[config.mk]
export PLATFORM = sky130hd
export DESIGN_NAME = out_port_tx
export DESIGN_NICKNAME = d
export VERILOG_FILES = /design/src/rtl/out_port_tx.sv
export SDC_FILE = /design/constraint.sdc
export NUM_CORES = 1
export LEC_CHECK = 0
export CAP_MARGIN = 40
export CORE_MARGIN = 5
export CORE_UTILIZATION = 35
export CTS_BUF_LIST = sky130_fd_sc_hd__clkbuf_2 sky130_fd_sc_hd__clkbuf_4 sky130_fd_sc_hd__clkbuf_8
export CTS_CLUSTER_SIZE = 25
export DETAILED_ROUTE_END_ITERATION = 16
export HOLD_SLACK_MARGIN = 0.06
export PLACE_DENSITY = 0.48
export SLEW_MARGIN = 20
export SYNTH_ARGS = -nofsm -noshare
export SYNTH_HDL_FRONTEND = slang
export SYNTH_SLANG_ARGS = --single-unit
[constraint.sdc]
create_clock -name i_clk -period 4.2 [get_ports i_clk]
set_input_delay 0.42 -clock i_clk [delete_from_list [all_inputs] [get_ports i_clk]]
set_output_delay 0.42 -clock i_clk [all_outputs]
set_load 0.005 [all_outputs]
[src/rtl/out_port_tx.sv]
// -----------------------------------------------------------------------------
// out_port_tx
//   Consumer end of the core's OUT port. Each 16-bit word written by an OUT
//   instruction is buffered in a small circular FIFO. The word is then sent on a
//   UART TX line as two frames: the high byte first, then the low byte.
//
// Configuration macro:
//   OUT_PORT_PARITY_EN  defined   -> frames are 8E1 (even parity bit before stop)
//                       undefined -> frames are 8N1
//
// Parameters:
//   CLKS_PER_BIT     clock cycles per UART bit (>= 1)
//   FIFO_ADDR_WIDTH  FIFO depth = 2**FIFO_ADDR_WIDTH words
//
// Ports:
//   i_clk       system clock, posedge
//   i_rst_n     asynchronous reset, active-low
//   i_valid     word strobe
//   i_data      word, sampled when i_valid && o_ready
//   o_ready     FIFO not full (registered)
//   o_tx        UART line, idle high (registered)
//   o_busy      frame on the line or FIFO non-empty (registered)
//   o_overflow  sticky: a word was offered while o_ready was low
// -----------------------------------------------------------------------------
module out_port_tx #(
   parameter int CLKS_PER_BIT    = 104,
   parameter int FIFO_ADDR_WIDTH = 2
) (
   input  logic        i_clk,
   input  logic        i_rst_n,
   input  logic        i_valid,
   input  logic [15:0] i_data,
   output logic        o_ready,
   output logic        o_tx,
   output logic        o_busy,
   output logic        o_overflow
);

   localparam int DEPTH  = 1 << FIFO_ADDR_WIDTH;
   localparam int CNT_W  = FIFO_ADDR_WIDTH + 1;
   localparam int BAUD_W = (CLKS_PER_BIT > 1) ? $clog2(CLKS_PER_BIT) : 1;
   localparam logic [BAUD_W-1:0] BAUD_LAST = BAUD_W'(CLKS_PER_BIT - 1);
   localparam logic [CNT_W-1:0]  CNT_FULL  = CNT_W'(DEPTH);

   localparam logic [2:0] ST_IDLE   = 3'd0;
   localparam logic [2:0] ST_START  = 3'd1;
   localparam logic [2:0] ST_DATA   = 3'd2;
   localparam logic [2:0] ST_STOP   = 3'd3;
`ifdef OUT_PORT_PARITY_EN
   localparam logic [2:0] ST_PARITY = 3'd4;

   function automatic logic even_parity(input logic [7:0] b);
      return ^b;
   endfunction
`endif

   logic [2:0]                 state_r, state_nxt_s;
   logic [BAUD_W-1:0]          baud_r, baud_nxt_s;
   logic [2:0]                 bit_idx_r, bit_idx_nxt_s;
   logic                       byte_sel_r, byte_sel_nxt_s;
   logic [15:0]                word_r, word_nxt_s;
   logic [7:0]                 byte_nxt_s;
   logic [15:0]                mem_r [DEPTH];
   logic [FIFO_ADDR_WIDTH-1:0] wr_ptr_r, rd_ptr_r;
   logic [CNT_W-1:0]           count_r, count_nxt_s;
   logic                       push_s, pop_s, baud_done_s, fifo_empty_s;
   logic                       tx_nxt_s, busy_nxt_s;
   logic                       ready_r, tx_r, busy_r, overflow_r;

   assign o_ready    = ready_r;
   assign o_tx       = tx_r;
   assign o_busy     = busy_r;
   assign o_overflow = overflow_r;

   assign baud_done_s  = (baud_r == BAUD_LAST);
   assign fifo_empty_s = (count_r == {CNT_W{1'b0}});
   // ready_r is derived from the count, so a full FIFO refuses a push even when it pops on the same edge
   assign push_s       = i_valid & ready_r;

   // Pop when leaving IDLE, or back-to-back after the second stop bit of a word
   always_comb begin
      pop_s = 1'b0;
      if (state_r == ST_IDLE) begin
         pop_s = ~fifo_empty_s;
      end else if ((state_r == ST_STOP) && baud_done_s && byte_sel_r) begin
         pop_s = ~fifo_empty_s;
      end else begin
         pop_s = 1'b0;
      end
   end

   // FSM state register
   always_ff @(posedge i_clk or negedge i_rst_n) begin
      if (!i_rst_n) begin
         state_r <= ST_IDLE;
      end else begin
         state_r <= state_nxt_s;
      end
   end

   // FSM next-state logic
   always_comb begin
      state_nxt_s = state_r;
      case (state_r)
         ST_IDLE: begin
            if (!fifo_empty_s) state_nxt_s = ST_START;
            else               state_nxt_s = ST_IDLE;
         end
         ST_START: begin
            if (baud_done_s) state_nxt_s = ST_DATA;
            else             state_nxt_s = ST_START;
         end
         ST_DATA: begin
            if (baud_done_s && (bit_idx_r == 3'd7)) begin
`ifdef OUT_PORT_PARITY_EN
               state_nxt_s = ST_PARITY;
`else
               state_nxt_s = ST_STOP;
`endif
            end else begin
               state_nxt_s = ST_DATA;
            end
         end
`ifdef OUT_PORT_PARITY_EN
         ST_PARITY: begin
            if (baud_done_s) state_nxt_s = ST_STOP;
            else             state_nxt_s = ST_PARITY;
         end
`endif
         ST_STOP: begin
            if (!baud_done_s)                   state_nxt_s = ST_STOP;
            else if (!byte_sel_r || !fifo_empty_s) state_nxt_s = ST_START;
            else                                state_nxt_s = ST_IDLE;
         end
         default: state_nxt_s = ST_IDLE;
      endcase
   end

   // Datapath next values: baud counter, bit index, byte select, shift holder, FIFO count
   always_comb begin
      word_nxt_s     = word_r;
      byte_sel_nxt_s = byte_sel_r;
      bit_idx_nxt_s  = bit_idx_r;
      // Every state or bit change lands on baud_done (or leaves IDLE), so this is the reload
      if ((state_r == ST_IDLE) || baud_done_s) baud_nxt_s = {BAUD_W{1'b0}};
      else                                     baud_nxt_s = baud_r + {{(BAUD_W-1){1'b0}}, 1'b1};
      if (pop_s) begin
         word_nxt_s     = mem_r[rd_ptr_r];
         byte_sel_nxt_s = 1'b0;
      end else if ((state_r == ST_STOP) && baud_done_s && !byte_sel_r) begin
         byte_sel_nxt_s = 1'b1;
      end else begin
         byte_sel_nxt_s = byte_sel_r;
      end
      if ((state_r == ST_START) && baud_done_s)     bit_idx_nxt_s = 3'd0;
      else if ((state_r == ST_DATA) && baud_done_s) bit_idx_nxt_s = bit_idx_r + 3'd1;
      else                                          bit_idx_nxt_s = bit_idx_r;
      count_nxt_s = count_r + {{FIFO_ADDR_WIDTH{1'b0}}, push_s}
                            - {{FIFO_ADDR_WIDTH{1'b0}}, pop_s};
   end

   // FSM output logic: line level and busy for the coming cycle
   always_comb begin
      byte_nxt_s = byte_sel_nxt_s ? word_nxt_s[7:0] : word_nxt_s[15:8];
      tx_nxt_s   = 1'b1;
      case (state_nxt_s)
         ST_IDLE:   tx_nxt_s = 1'b1;
         ST_START:  tx_nxt_s = 1'b0;
         ST_DATA:   tx_nxt_s = byte_nxt_s[bit_idx_nxt_s];
`ifdef OUT_PORT_PARITY_EN
         ST_PARITY: tx_nxt_s = even_parity(byte_nxt_s);
`endif
         ST_STOP:   tx_nxt_s = 1'b1;
         default:   tx_nxt_s = 1'b1;
      endcase
      busy_nxt_s = (state_nxt_s != ST_IDLE) || (count_nxt_s != {CNT_W{1'b0}});
   end

   // Datapath registers
   always_ff @(posedge i_clk or negedge i_rst_n) begin
      if (!i_rst_n) begin
         baud_r     <= {BAUD_W{1'b0}};
         bit_idx_r  <= 3'd0;
         byte_sel_r <= 1'b0;
         word_r     <= 16'h0000;
      end else begin
         baud_r     <= baud_nxt_s;
         bit_idx_r  <= bit_idx_nxt_s;
         byte_sel_r <= byte_sel_nxt_s;
         word_r     <= word_nxt_s;
      end
   end

   // FIFO storage, pointers and occupancy
   always_ff @(posedge i_clk or negedge i_rst_n) begin
      if (!i_rst_n) begin
         for (int i = 0; i < DEPTH; i++) mem_r[i] <= 16'h0000;
         wr_ptr_r <= {FIFO_ADDR_WIDTH{1'b0}};
         rd_ptr_r <= {FIFO_ADDR_WIDTH{1'b0}};
         count_r  <= {CNT_W{1'b0}};
      end else begin
         if (push_s) begin
            mem_r[wr_ptr_r] <= i_data;
            wr_ptr_r        <= wr_ptr_r + {{(FIFO_ADDR_WIDTH-1){1'b0}}, 1'b1};
         end else begin
            wr_ptr_r <= wr_ptr_r;
         end
         if (pop_s) rd_ptr_r <= rd_ptr_r + {{(FIFO_ADDR_WIDTH-1){1'b0}}, 1'b1};
         else       rd_ptr_r <= rd_ptr_r;
         count_r <= count_nxt_s;
      end
   end

   // Registered outputs
   always_ff @(posedge i_clk or negedge i_rst_n) begin
      if (!i_rst_n) begin
         ready_r    <= 1'b1;
         tx_r       <= 1'b1;
         busy_r     <= 1'b0;
         overflow_r <= 1'b0;
      end else begin
         ready_r    <= (count_nxt_s != CNT_FULL);
         tx_r       <= tx_nxt_s;
         busy_r     <= busy_nxt_s;
         overflow_r <= overflow_r | (i_valid & ~ready_r);
      end
   end

endmodule
==> impl_metrics.yaml, run 1 <==
timing:
  final_hold_viol_count: 0
  worst_pin_slew_ns: 0.669
  max_freq_mhz: 337
  period_needed_ns: 2.97
  holdWs_ns: 0.469
  rsz0062_at_grt: "false"
  period_share_pct: 70.7
  tns_ns: 0
  setup_viol: 0
  relSlewSlack_pct: 55.2
  clock_skew_ns: 0.0132
  slew_violations: 0
placed_design:
  placed_cell_area_sq_mm: 0.00524
  dp.cells: 532
  gp_congestion: 0.741
  hpwl_mm: 6.81
  io_buffers: 22
logic_synthesis:
  syn_area_sq_mm: 0.00476
  ys.warnings.count: 0
  synth-seq-cells: 104
  yosys.area_share.simple_pct: 7.01
  avgSynthCellArea_sq_um: 14.0
  muxShareOfSynthArea_pct: 26.2
  synthXorXnorAreaFrac_pct: 2.21
  synth_edf_count: 0
  postSynthCellCount: 341
  synth_flop_cell: "dfrtp_1"
  ys_types: 50
  synth-async-reset-ratio_pct: 100
  synth_top_family_by_area: "multiplexers"
  syn-num-nets: 369
  ys_seq_area_share_pct: 54.7
  synth_compound_gate_area_share_pct: 5.04
  synthAdderAreaFrac_pct: 2.52
detailed_routing:
  vias: 2758
  drtAntennaViolNets: 0
  drt-initial-drc-count: 147
  first_pass_iters: 4
  drt_wl_total_mm: 9.65
  via_per_inst: 5.02
  drc: 0
  wl_per_cell_um: 17.6
critical_path:
  crit_buf_inv: 0
  critical_path_class: "flip-flop to flip-flop"
  critPathRequiredTime_ns: 4.45
  max_stage_delay_ns: 0.54
  cp_max_fo: 6
  crit_chain: "ha_1 > and3_1 > a41oi_1 > nor2_2 > xnor2_1 > ha_1 > fa_1 > xnor2_1 > xnor2_1 > nor4_1 > nand2_1"
  cpMostUsedCell: "xnor2_1"
  crit_path_end_kind: "flip-flop"
  cp_data_arrival_time_ns: 3.21
  critPathTopFamily: "adder cells"
  slowest_stage: "a41oi_1"
  crit_path_start_kind: "flip-flop"
power_and_ir_drop:
  switching_share_pct: 27.4
  p_clk_share_pct: 23.1
  total_power_mw: 3.10
  pwr-share-comb_pct: 27.5
  p_int_mw: 2.25
  ir_worst_vdd_uv: 296
  share_seq_of_total_power_pct: 49.4
  power_density_mw_per_mm2: 566
  switchingPower_mw: 0.848
  leakage_nw: 2.36
floorplanning:
  dieArea_sq_mm: 0.0160
  core-area_sq_mm: 0.0133
  rows: 42
  die_w_um: 127
  pin_count: 23
  start_util_pct: 35.8
  dieHeight_um: 127
finish:
  final_cell_mix: "102 x dfrtp_1, 76 x mux2_2, 21 x clkdlybuf4s50_1"
  diodes: 0
  final_common_cell: "dfrtp_1"
  fin_cells: 549
  drive_above_1_share_pct: 34.3
  design_area_sq_mm: 0.00547
  synthToLayoutAreaGrowth_pct: 14.9
  fin_nets: 396
outcome:
  status: "finished, final reports clean"
global_route:
  grt_max_degree: 48
  grt_antenna_before_repair: 0
  grt_pass1_wl_mm: 16.2
  grt_pass1_vias: 2982
  grt_usage_pct: 12.9
  grt_overflow_total: 0
clock_tree:
  numCtsBuffers: 9
  worstSkewPairLatency_ns: 0.39
  clockRootBuffer: "clkbuf_8"
  post_cts_buffers: 0
  cts.sink_count: 104
  htreeDepth: 3
  clock_path_buffers: 2
  cts.clk_slew.worst_paths_ns: 0.09
  postCtsHoldBufs: 1
  ctsResizeCount: 0
  cts_tree: "done"
worst_hold_path:
  hold_path_class: "flip-flop to flip-flop"
run:
  drv_cap: 0
-- power by group through the flow --
| stage | Sequential [mW] | Clock, mW | Combinational, mW |
|---|---|---|---|
| 3_5_place_dp | 1.55 | 0 | 0.875 |
| 4_1_cts | 1.53 | 0.744 | 0.877 |
| 5_1_grt | 1.58 | 0.786 | 0.947 |
| 6_report | 1.53 | 0.717 | 0.853 |
| 2_1_floorplan | 1.48 | 0 | 0.664 |
| 3_3_place_gp | 1.54 | 0 | 0.827 |
-- cells by family (layout without fill, tap and decap cells) --
| group | after synthesis | in the layout |
|---|---|---|
| simple gates | 66 | 66 |
| mux | 95 | 95 |
| flops | 104 | 104 |
| fa+ha+maj | 9 | 9 |
| buf+inv | 27 | 59 |
| compound gates | 28 | 28 |
| xor+xnor | 12 | 12 |
-- cells in the mapped netlist (2+ instances only) --
cell       count  area [sq um]
dfrtp_1      102          2550
mux2_2        76           856
nand2_1       18          67.6
mux4_2        16           360
nor2_1        16          60.1
clkbuf_1      12          45.0
inv_1         10          37.5
nand3_1       10          50.1
xnor2_1        9          78.8
ha_1           8           100
o21ai_0        5          25.0
o32ai_1        5          43.8
and3_1         3          18.8
buf_2          3          15.0
mux2i_1        3          30.0
nand2b_1       3          18.8
xor2_1         3          26.3
a22o_1         2          17.5
and2_1         2          12.5
dfstp_2        2          52.6
nor3_1         2          10.0
nor4_1         2          12.5
o2111ai_1      2          17.5
-- worst paths after layout --
path | cells after the start | slack (ns) | to | from
max in group asynchronous | 3 | 2.90 | o_ready$_DFF_PN1_ | i_rst_n
worst min register to register | 1 | 0.47 | o_overflow$_DFF_PN0_ | o_overflow$_DFF_PN0_
worst min-delay path | 1 | 0.47 | o_overflow$_DFF_PN0_ | o_overflow$_DFF_PN0_
worst max-delay path | 11 | 1.23 | o_busy$_DFF_PN0_ | baud_r[0]$_DFF_PN0_
worst max register to register | 11 | 1.23 | o_busy$_DFF_PN0_ | baud_r[0]$_DFF_PN0_
min in group asynchronous | 2 | 0.51 | mem_r[12]$_DFFE_PN0P_ | i_rst_n
-- worst register-to-register path, cell delays in order (launching register included) --
cell and delay (ns):
dfrtp_1 0.42, ha_1 0.27, and3_1 0.21, a41oi_1 0.54, nor2_2 0.12, xnor2_1 0.16, ha_1 0.19, fa_1 0.37
xnor2_1 0.14, xnor2_1 0.15, nor4_1 0.17, nand2_1 0.08
-- registers in the layout, indices dropped and copies added, names as in the netlist --
signal / count
mem_r: 64
rd_ptr_r: 2
word_r: 16
byte_sel_r: 1
state_r: 2
baud_r: 7
o_busy: 1
wr_ptr_r: 2
o_tx: 1
o_overflow: 1
count_r: 3
o_ready: 1
bit_idx_r: 3
-- stage by stage --
step	utilization [%]	setup slack, ns
2_1_floorplan	-	1.20
3_3_place_gp	38.9	1.33
3_5_place_dp	39.4	1.25
4_1_cts	41.2	1.24
5_1_grt	41.2	0.943
6_report	41.2	1.23
-- layer usage --
layer / up-vias / wire length (um) / track usage [%]
met4: 0 / 104 / 3.28
met5: - / 0 / 0
met2: 32 / 4590 / 20.5
met1: 1421 / 4600 / 17.1
li1: 1297 / - / -
met3: 8 / 354 / 4.29
-- cell type report --
class,count,area (sq um)
Sequential cell,104,2610
Fill cell,1257,7820
Inverter,10,37.5
Tap cell,176,220
Clock buffer,11,139
Multi-Input combinational cell,210,2050
Timing Repair Buffer,33,338
Clock inverter,5,88.8
Note: power is estimated with default switching activity, not from simulation.
==> run 2: changes to the inputs <==
==> constraint.sdc (replaced) <==
create_clock -name i_clk -period 2.9 [get_ports i_clk]
set_input_delay 0.29 -clock i_clk [delete_from_list [all_inputs] [get_ports i_clk]]
set_output_delay 0.29 -clock i_clk [all_outputs]
set_load 0.005 [all_outputs]
==> run 2 against run 1 <==
Cell count is 0.73% higher. Wire length is 0.81% lower. Highest routed layer unchanged. Clock power is 21% higher. Final area is 0.25% lower.
==> impl_metrics.yaml, run 2 (same netlist as run 1, synthesis figures left out) <==
critical_path:
  critPathRequiredTime_ns: 3.22
  timing.rr.end: "o_tx$_DFF_PN1_"
  crit_path_start_kind: "flip-flop"
  crit_path_end_kind: "flip-flop"
  critical_path_class: "flip-flop to flip-flop"
  worst-r2r-setup-slack_ns: 0.24
  cp_max_fo: 9
  r2r_start: "count_r[1]$_DFF_PN0_"
  worstRegToRegCells: 9
  cp_data_arrival_time_ns: 2.97
global_route:
  grt_antenna_before_repair: 0
  grt_pass1_vias: 3074
  grt_usage_pct: 13.0
  grt_overflow_total: 0
  grt_max_degree: 63
  grt_pass1_wl_mm: 16.5
detailed_routing:
  wl_met1_mm: 4.63
  drc: 0
  met2_length_mm: 4.49
  via_per_inst: 5.05
  drtAntennaViolNets: 0
  drt-initial-drc-count: 130
  drt_wl_total_mm: 9.57
  top_layer: "met4"
  vias: 2793
  wl_per_cell_um: 17.3
  first_pass_iters: 4
  dr_wl_met3_um: 344
floorplanning:
  dieArea_sq_mm: 0.0160
  core-area_sq_mm: 0.0133
  start_util_pct: 35.8
  die_w_um: 127
  pin_count: 23
  dieHeight_um: 127
  rows: 42
timing:
  final_hold_viol_count: 0
  period_share_pct: 91.6
  rsz0062_at_grt: "false"
  worst_pin_slew_ns: 0.599
  max_freq_mhz: 376
  setup_viol: 0
  clock_skew_ns: 0.00663
  relSlewSlack_pct: 60.1
  slew_violations: 0
  period_needed_ns: 2.66
  tns_ns: 0
worst_hold_path:
  hold_path_class: "input port to async pin"
finish:
  final_cell_mix: "102 x dfrtp_1, 76 x mux2_2, 21 x clkdlybuf4s50_1"
  fin_nets: 400
  top_register: "mem_r"
  reg.largest.list: "mem_r: 64 flops, word_r: 16 flops, baud_r: 7 flops"
  diodes: 0
  drive_above_1_share_pct: 35.3
  final_common_cell: "dfrtp_1"
  fin_cells: 553
  largest_register_ffs: 64
  final_util_pct: 41.1
  synthToLayoutAreaGrowth_pct: 14.6
placed_design:
  gp_congestion: 0.807
  dp.cells: 536
  hpwl_mm: 6.50
  io_buffers: 22
clock_tree:
  cts.sink_count: 104
  htreeDepth: 3
  cts_tree: "done"
  worstSkewPairLatency_ns: 0.38
  clock_path_buffers: 2
  postCtsHoldBufs: 1
  clockRootBuffer: "clkbuf_8"
  post_cts_buffers: 0
  ctsResizeCount: 0
  numCtsBuffers: 9
  cts.clk_slew.worst_paths_ns: 0.10
power_and_ir_drop:
  ir_worst_vdd_uv: 370
  leakage_nw: 2.35
  power_density_mw_per_mm2: 787
  total_power_mw: 4.30
outcome:
  status: "finished, final reports clean"
run:
  drv_cap: 0
==> run 2: cell count changes in the layout (fill, tap and decap cells not counted), sizes merged <==
cell	delta
buf	+4
clkinv	+2
inv	-1
clkinvlp	+1
bufinv	-2
==> run 2: metrics by stage <==
step	instance area, sq um	hold slack [ns]	setup slack (ns)
CTS	5460	0.457	0.224
global route	5460	0.490	0.0500
detailed placement	5260	0.346	0.248
global placement	5260	0.337	0.280
finish	5460	0.453	0.244
floorplan	4770	-0.00559	0.0714
==> run 2: critical path, stage by stage (launching register included) <==
cell	delay, ns
dfrtp_1	0.42
o311ai_0	0.40
nor4_1	0.09
buf_4	0.16
or3_1	0.49
buf_4	0.22
o211ai_2	0.13
a31oi_1	0.06
or4_1	0.51
o211a_1	0.13
==> run 2: worst max-delay path by stage <==
stage,depth (start not counted),to,from
global placement,11,o_busy$_DFF_PN0_,baud_r[0]$_DFF_PN0_
detailed placement,11,o_busy$_DFF_PN0_,baud_r[0]$_DFF_PN0_
floorplan,12,o_busy$_DFF_PN0_,baud_r[0]$_DFF_PN0_
finish,9,o_tx$_DFF_PN1_,count_r[1]$_DFF_PN0_
CTS,11,o_busy$_DFF_PN0_,baud_r[0]$_DFF_PN0_
global route,11,o_busy$_DFF_PN0_,baud_r[0]$_DFF_PN0_
==> run 2: area by class of cell <==
class	instances	area [sq um]
clock inverter	5	41.3
clock buffer	11	145
inverter	10	37.5
timing repair buffer	37	358
fill	1259	7840
multi-input combinational	210	2050
tap	176	220
sequential	104	2610
==> run 2: layer usage <==
metal / track usage (%) / up-vias
met1: 17.8 / 1451
met4: 3.34 / 0
met3: 4.33 / 9
met2: 20.1 / 33
met5: 0 / -
li1: - / 1300
==> run 2: power breakdown <==
part,switching (mW),internal [mW]
Sequential,0.256,1.96
Clock,0.517,0.353
Combinational,0.440,0.775
==> run 3: changes to the inputs <==
--- a/config.mk
+++ b/config.mk
@@ -17,3 +17,4 @@
 export SYNTH_ARGS = -nofsm -noshare
 export SYNTH_HDL_FRONTEND = slang
 export SYNTH_SLANG_ARGS = --single-unit
+export TNS_END_PERCENT = 20
==> results of run 3 <==
The final DEF is identical to that of run 2; final timing and power are the same.
